$ cat config.mk
export PLATFORM = sky130hd
export DESIGN_NAME = count_event_fifo
export DESIGN_NICKNAME = d
export VERILOG_FILES = /design/src/rtl/count_event_fifo.sv
export SDC_FILE = /design/constraint.sdc
export NUM_CORES = 1
export LEC_CHECK = 0
export CORE_ASPECT_RATIO = 0.7
export CORE_MARGIN = 8
export CORE_UTILIZATION = 43
export DETAILED_ROUTE_END_ITERATION = 10
export DONT_BUFFER_PORTS = 1
export HOLD_SLACK_MARGIN = 0.08
export PLACE_DENSITY_LB_ADDON = 0.3
export SETUP_SLACK_MARGIN = 0.2
export SYNTH_ARGS = -nofsm -noshare
export SYNTH_HDL_FRONTEND = slang
export SYNTH_SLANG_ARGS = --single-unit
$ cat constraint.sdc
create_clock -name clk -period 5.7 [get_ports clk]
set_clock_uncertainty 0.15 [all_clocks]
set_input_delay 0.285 -clock clk [delete_from_list [all_inputs] [get_ports clk]]
set_output_delay 0.285 -clock clk [all_outputs]
set_load 0.02 [all_outputs]
$ cat src/rtl/count_event_fifo.sv
// count_event_fifo: watches an 8-bit up/down counter and its direction input
// and records wrap-around, threshold-entry and direction-change events. Each
// record {mask, count, timestamp} goes into a small first-word-fall-through
// FIFO that a valid/ready consumer drains. When a record arrives and the FIFO
// is full with no pop, the record is dropped and counted.
module count_event_fifo #(
  parameter int DEPTH = 4,
  parameter int TS_W  = 8
) (
  input  logic                    clk,
  input  logic                    reset,
  input  logic [7:0]              count_in,
  input  logic                    up_down,
  input  logic [7:0]              threshold,
  output logic                    evt_valid,
  input  logic                    evt_ready,
  output logic [12+TS_W-1:0]      evt_data,
  output logic [$clog2(DEPTH):0]  evt_level,
  output logic [7:0]              drop_cnt
);

  localparam int AW = $clog2(DEPTH);
  localparam int RW = 12 + TS_W;

  // Sampled history of the counter, used to evaluate events on the next edge
  logic [7:0]      prev_count_q;
  logic            prev_dir_q;
  logic            prev_vld_q;
  logic [TS_W-1:0] ts_q;

  // FIFO storage. Each pointer has one extra wrap bit so that full and empty
  // can be told apart.
  logic [RW-1:0]   mem_q [DEPTH];
  logic [AW:0]     wr_ptr_q;
  logic [AW:0]     wr_ptr_d;
  logic [AW:0]     rd_ptr_q;
  logic [AW:0]     rd_ptr_d;
  logic [7:0]      drop_cnt_q;
  logic [7:0]      drop_cnt_d;

  logic [3:0]      mask_s;
  logic            empty_s;
  logic            full_s;
  logic            push_s;
  logic            pop_s;
  logic            wr_en_s;

  // Event detection against the previous sample (suppressed until a sample exists)
  always_comb begin
    mask_s = 4'b0000;
    if (prev_vld_q) begin
      mask_s[0] = (prev_count_q == 8'hFF) && (count_in == 8'h00);
      mask_s[1] = (prev_count_q == 8'h00) && (count_in == 8'hFF);
      mask_s[2] = (count_in == threshold) && (count_in != prev_count_q);
      mask_s[3] = (up_down != prev_dir_q);
    end else begin
      mask_s = 4'b0000;
    end
  end

  // FIFO status and handshake decode.
  // A pop from a full FIFO frees a slot on the same edge, so the push still goes in.
  always_comb begin
    empty_s = (wr_ptr_q == rd_ptr_q);
    full_s  = (wr_ptr_q[AW] != rd_ptr_q[AW]) &&
              (wr_ptr_q[AW-1:0] == rd_ptr_q[AW-1:0]);
    push_s  = (mask_s != 4'b0000);
    pop_s   = (!empty_s) && evt_ready;
    wr_en_s = push_s && ((!full_s) || pop_s);
  end

  // Next-state for the pointers and the saturating drop counter
  always_comb begin
    wr_ptr_d   = wr_ptr_q;
    rd_ptr_d   = rd_ptr_q;
    drop_cnt_d = drop_cnt_q;
    if (wr_en_s) begin
      wr_ptr_d = wr_ptr_q + {{AW{1'b0}}, 1'b1};
    end else begin
      wr_ptr_d = wr_ptr_q;
    end
    if (pop_s) begin
      rd_ptr_d = rd_ptr_q + {{AW{1'b0}}, 1'b1};
    end else begin
      rd_ptr_d = rd_ptr_q;
    end
    if (push_s && full_s && !pop_s && (drop_cnt_q != 8'hFF)) begin
      drop_cnt_d = drop_cnt_q + 8'd1;
    end else begin
      drop_cnt_d = drop_cnt_q;
    end
  end

  // Sequential state: counter history, timestamp, FIFO pointers, storage and drop count
  always_ff @(posedge clk or negedge reset) begin
    if (!reset) begin
      prev_count_q <= 8'h00;
      prev_dir_q   <= 1'b0;
      prev_vld_q   <= 1'b0;
      ts_q         <= {TS_W{1'b0}};
      wr_ptr_q     <= {(AW+1){1'b0}};
      rd_ptr_q     <= {(AW+1){1'b0}};
      drop_cnt_q   <= 8'h00;
      for (int i = 0; i < DEPTH; i++) begin
        mem_q[i] <= {RW{1'b0}};
      end
    end else begin
      prev_count_q <= count_in;
      prev_dir_q   <= up_down;
      prev_vld_q   <= 1'b1;
      ts_q         <= ts_q + {{(TS_W-1){1'b0}}, 1'b1};
      wr_ptr_q     <= wr_ptr_d;
      rd_ptr_q     <= rd_ptr_d;
      drop_cnt_q   <= drop_cnt_d;
      if (wr_en_s) begin
        mem_q[wr_ptr_q[AW-1:0]] <= {mask_s, count_in, ts_q};
      end
    end
  end

  // Outputs come straight from registers. The head is shown whenever the FIFO
  // is not empty, and zero is shown when it is empty.
  always_comb begin
    evt_valid = !empty_s;
    evt_level = wr_ptr_q - rd_ptr_q;
    drop_cnt  = drop_cnt_q;
    if (empty_s) begin
      evt_data = {RW{1'b0}};
    end else begin
      evt_data = mem_q[rd_ptr_q[AW-1:0]];
    end
  end

endmodule

; ---- Yosys cells after proc, flatten, opt, wreduce, memory -nomap -nowiden
; Index checks and enable logic that the tools add are counted.
; Widths: inputs -> output; s select.
[op_classes]
n_eq_ne = 9
add_sub_neg = 5
bitwise = 2
mux = 8
magnitude_cmp = 3
n_reduce_logical = 17
[ops]
columns = operator, n
row1 = $bwmux 80, 1
row2 = $mux 20, 4
row3 = $bmux 20 s2, 1
row4 = $demux 20 s2, 1
row5 = $add 8x1->8 const B, 2
row6 = $eq 8x8->1 const B, 2
row7 = $logic_not 8->1, 2
row8 = $logic_and 1x1->1, 10
row9 = $eq 8x8->1, 1
row10 = $ne 8x8->1, 1
row11 = $ne 8x8->1 const B, 1
row12 = $add 3x1->3 const B, 2
row13 = $ge 3x3->1 const B, 2
row14 = $not 2->3, 2
row15 = $mux 4, 1
row16 = $reduce_bool 4->1, 1
row17 = $eq 3x3->1, 1
row18 = $logic_not 1->1, 3
row19 = $lt 3x1->1 const B, 1
row20 = $sub 3x3->3, 1
row21 = $eq 2x2->1, 1
row22 = $ne 1x1->1, 2
row23 = $logic_or 1x1->1, 1
[totals]
register_bits = 112
input_bits = 20

; ---- Logic depth before layout (Yosys ltp)
[logic_depth]
depth_word = 7
ltp_mapped = 9
ltp_nobuf = 7

; ---- Least setup slack after synthesis
; OpenSTA, ideal clock, no wires.
[synth_path]
path_type = reg2reg
start = register rd_ptr_q[1]
end = register drop_cnt_q[1] (netlist: drop_cnt[1])
arrival_time_ns = 2.408
setup_ns = 0.125
slack_ns = 3.017
period_less_slack_ns = 2.683
t_required_ns = 5.425
n_path_buf = 1
path_stages_with_launch = 9
path_cell_list = dfrtp_1 buf_1 inv_1 ha_1 nand2_1 or3_2 a31oi_1 nand2_1 mux2_2
[synth_via]
elab_chain_len = 6
word_cells_on_any_way = 9
cone_classes = 2 x eq/ne / 7 x reduce/logical
[synth_lines]
columns = item, line
row1 = from (decl), 36  ; logic [AW:0] rd_ptr_q;
row2 = from (signal assigned), 102  ; rd_ptr_q <= {(AW+1){1'b0}};
row3 = from (signal assigned), 113  ; rd_ptr_q <= rd_ptr_d;
row4 = $eq 3x3->1, 64  ; empty_s = (wr_ptr_q == rd_ptr_q);
row5 = $logic_not 1->1, 68  ; pop_s = (!empty_s) && evt_ready;
row6 = $logic_and 1x1->1, 68
row7 = $logic_not 1->1, 87  ; if (push_s && full_s && !pop_s && (drop_cnt_q != 8'hFF)) begin
row8 = $logic_and 1x1->1 (*) (2 in series), 87
row9 = to (signal assigned), 114  ; drop_cnt_q <= drop_cnt_d;
row10 = to (decl), 38  ; logic [7:0] drop_cnt_q;
; Mark *: on every way between the ends. The rest lies on a longest branch, timed or not.
; A chain may end at the register's enable or synchronous reset.

; ---- Worst setup path after layout
[layout_path]
start = register wr_ptr_q[0]
end = output evt_data[1]
[layout_via]
elab_chain_len = 2
[layout_lines]
columns = item, line
row1 = from (decl), 34  ; logic [AW:0] wr_ptr_q;
row2 = from (signal assigned), 101  ; wr_ptr_q <= {(AW+1){1'b0}};
row3 = from (signal assigned), 112  ; wr_ptr_q <= wr_ptr_d;
row4 = $eq 3x3->1, 64
row5 = $mux 20, 127  ; if (empty_s) begin
row6 = to (decl), 17  ; output logic [12+TS_W-1:0] evt_data,
; Every way passes these cells.

==> key figures <==
Layout
  – Area delta synth->final: 9.27%
  – FF+latch area: 2800 sq um
  – Fin util: 48.0%
  – Fillers: 1,038
  – Share of cells above drive strength 1: 34.7%
  – Nets: 403
  – Non-filler cells, final: 540
  – Antenna fix cells: 0
  – Area occupied by multi-input gates: 2410 sq um
  – Fin area: 5940 sq um

Yosys
  – Compound-Gate Fraction of Synth Area: 0.414%
  – XOR/XNOR Fraction of Synth Area: 5.80%
  – Syn_area_per_cell: 14.6 sq um
  – Yosys cell types: 39
  – Largest family of logic cells by synthesized area: multiplexers
  – Predominant post-synthesis flop cell: dfrtp_1
  – Post-Synth Simple-Gate Area: 8.99%
  – Post-synth EDFFs: 0
  – Sequential element share of the synthesized area: 51.5%
  – Syn. warnings: 0
  – Number of synthesized register bits: 112
  – Post-synthesis mux area share: 26.6%
  – Asr flop ratio synth: 100%
  – Synth Area in Adders: 2.44%
  – Syn_nets: 402
  – Mapped cell area: 5440 sq um
  – Cells after synthesis: 372

Placement
  – Placement Setup Slack: 2.94 ns
  – Post-DP HPWL: 6820 um
  – Placed insts: 512
  – IO buf count: 0
  – RD Place Congestion: 0.768
  – Post-DP Area: 5460 sq um

Drt
  – Drt initial violations: 120
  – Vias: 2,939
  – Pre-antenna DRT Iters: 4
  – Per-cell routed wire length: 19.9 um
  – Vias per cell: 5.44
  – Drt drc: 0
  – Final ANT Viol Nets: 0
  – Routed wire length: 10,800 um

Run status
  – Status: complete, no violations

Timing
  – Final Hold Viols: 0
  – Max Freq: 339 MHz
  – Clock period minus worst slack: 2.95 ns
  – TNS Setup: 0 ns
  – Max-Slew Margin vs Limit: 25.3%
  – Fin crit share: 51.8%
  – RSZ-0062 raised after global routing: no
  – Number of setup violations in the final report: 0
  – Final Max Slew Viols: 0
  – Final setup margin: 2.75 ns
  – Worst slew pin tran: 1.12 ns
  – WHS: 0.123 ns

Critical path
  – Worst EP required: 5.27 ns
  – CP Class: flop to primary output
  – Worst r2r dst: mem_q[46]
  – R2r setup slk: 2.92 ns
  – CP max stage cell: nand3_1
  – Top delay family on crit path: simple AND/OR/NAND/NOR gates
  – Crit-path cells: inv_1, ha_1, nand3_1, and2_1
  – Maximum fanout along the worst path: 23
  – Kind of start point of the critical path: flop
  – Reg-to-reg critical path startpoint: prev_count_q[1]
  – Crit end category: primary output
  – FF-to-FF path depth: 6
  – Critical path buffers and inverters: 1
  – CP arrival: 2.52 ns
  – CP max stage delay: 0.81 ns

Power and ir drop
  – VDD IR max: 0.000673 V
  – P_leak: 2.55 nW
  – Tot Pwr: 3.11 mW
  – Pwr dens: 523 nW/um^2

Global routing
  – Global-route wire length before repair: 17,500 um
  – Antenna violations before repair: 0
  – Vias in the first global route: 3,135
  – Total global-route track usage: 13.9%
  – Remaining global-route overflow: 0
  – Largest net degree at the start of global routing: 113

Clock network
  – CTS Buf Count: 9
  – Clock latency on the worst-skew pair: 0.35 ns
  – Post-CTS Resized: 0
  – Reg clk slew, reported paths: 0.07 ns
  – Post-CTS Repair Setup Buffers: 0
  – TritonCTS clock tree: yes
  – Hold buffers post-CTS: 12
  – Maximum buffer depth of the clock tree: 2
  – H-tree depth: 3
  – Root Buffer: clkbuf_16
  – Clk sink count: 112

Floorplanning
  – Die footprint: 16,600 sq um
  – Die width: 150 um
  – Starting Density: 43.9%
  – Die height: 110 um
  – Row count: 34
  – Io pins: 52
  – Core footprint: 12,400 sq um

Min path
  – Hold Path Sink: mem_q[36]
  – Hold wc startpoint: count_in[6]
  – Hold Path Cell Cnt: 2
  – HP Class: primary input to flop

Flow run
  – Max_cap viols: 0
cells by family (layout without fill, tap and decap cells):
group / Yosys count / in the layout
muxes: 102 / 102
adders and majority gates: 10 / 10
and+or+nand+nor: 77 / 77
DFF: 112 / 112
xor gates and xnor gates: 36 / 36
buffers and inverters: 31 / 37
AOI/OAI and AO/OA: 3 / 3
other: 1 / 1
area by class of cell:
cell class                      instances  area share, %
Clock buffer                           11           4.08
Clock inverter                          5           1.75
Inverter                                7          0.442
Multi-Input combinational cell        229           40.6
Sequential cell                       112           47.2
Tap cell                              162           3.41
Timing Repair Buffer                   14           2.57
synth_stat cells, drive strengths merged, types with 2 or more instances:
| master | number | area [sq um] |
|---|---|---|
| dfrtp | 112 | 2800 |
| and2 | 24 | 151 |
| ha | 9 | 113 |
| nand2 | 8 | 30.0 |
| nand3 | 13 | 65.1 |
| nand4 | 5 | 31.3 |
| nor4 | 5 | 37.5 |
| and3 | 9 | 65.1 |
| clkbuf | 4 | 15.0 |
| xnor2 | 28 | 245 |
| xor2 | 8 | 70.1 |
| nor2 | 3 | 11.3 |
| mux2 | 82 | 998 |
| mux4 | 20 | 450 |
| and4b | 2 | 21.3 |
| inv | 7 | 26.3 |
| buf | 20 | 183 |
worst reg2reg max path, cell delays in order, from the launching register on:
cell,delay (ns)
dfrtp_1,0.41
nand4bb_1,0.20
nor4_1,0.30
and4b_2,0.35
or4_4,0.23
and3_2,0.62
mux2_2,0.42
sequential cells by signal, summed over array words and instances (netlist names):
name and count:
mem_q 80, drop_cnt 8, prev_count_q 8, ts_q 8, rd_ptr_q 3, wr_ptr_q 3
prev_dir_q 1, prev_vld_q 1
where the power goes:
group	total (mW)	switching, mW	internal [mW]
Combinational	1.20	0.640	0.559
Clock	0.717	0.275	0.442
Sequential	1.19	0.153	1.04
Total	3.11	1.07	2.04
metal layers:
metal  share of wire, %  global-route usage [%]  up-vias
met3                5.2                    4.49        9
met4               0.83                    3.70        0
met5                  0                       0        -
met2                 47                    21.7       58
li1                   -                       -     1320
met1                 47                    18.4     1552
worst max-delay path by stage:
stage	endpoint	slack, ns	from	depth (start not counted)
floorplan	drop_cnt[1]	3.02	rd_ptr_q[1]	8
global placement	mem_q[65]	2.94	prev_count_q[1]	6
detailed placement	mem_q[42]	2.94	prev_count_q[4]	6
CTS	evt_data[1]	2.62	wr_ptr_q[0]	4
global route	evt_data[1]	2.56	wr_ptr_q[0]	4
finish	evt_data[1]	2.75	wr_ptr_q[0]	4
cell usage in the layout (no fill, tap or decap), drive strengths merged, types with 5 or more instances in the layout:
cell type and instances:
dfrtp 112, mux2 82, xnor2 28, and2 24, mux4 20, nand3 13
dlygate4sd3 11, clkbuf 11, ha 9, and3 9, xor2 8, nand2 8
inv 7, nand4 5, nor4 5
(Power assumes the default switching activity.)
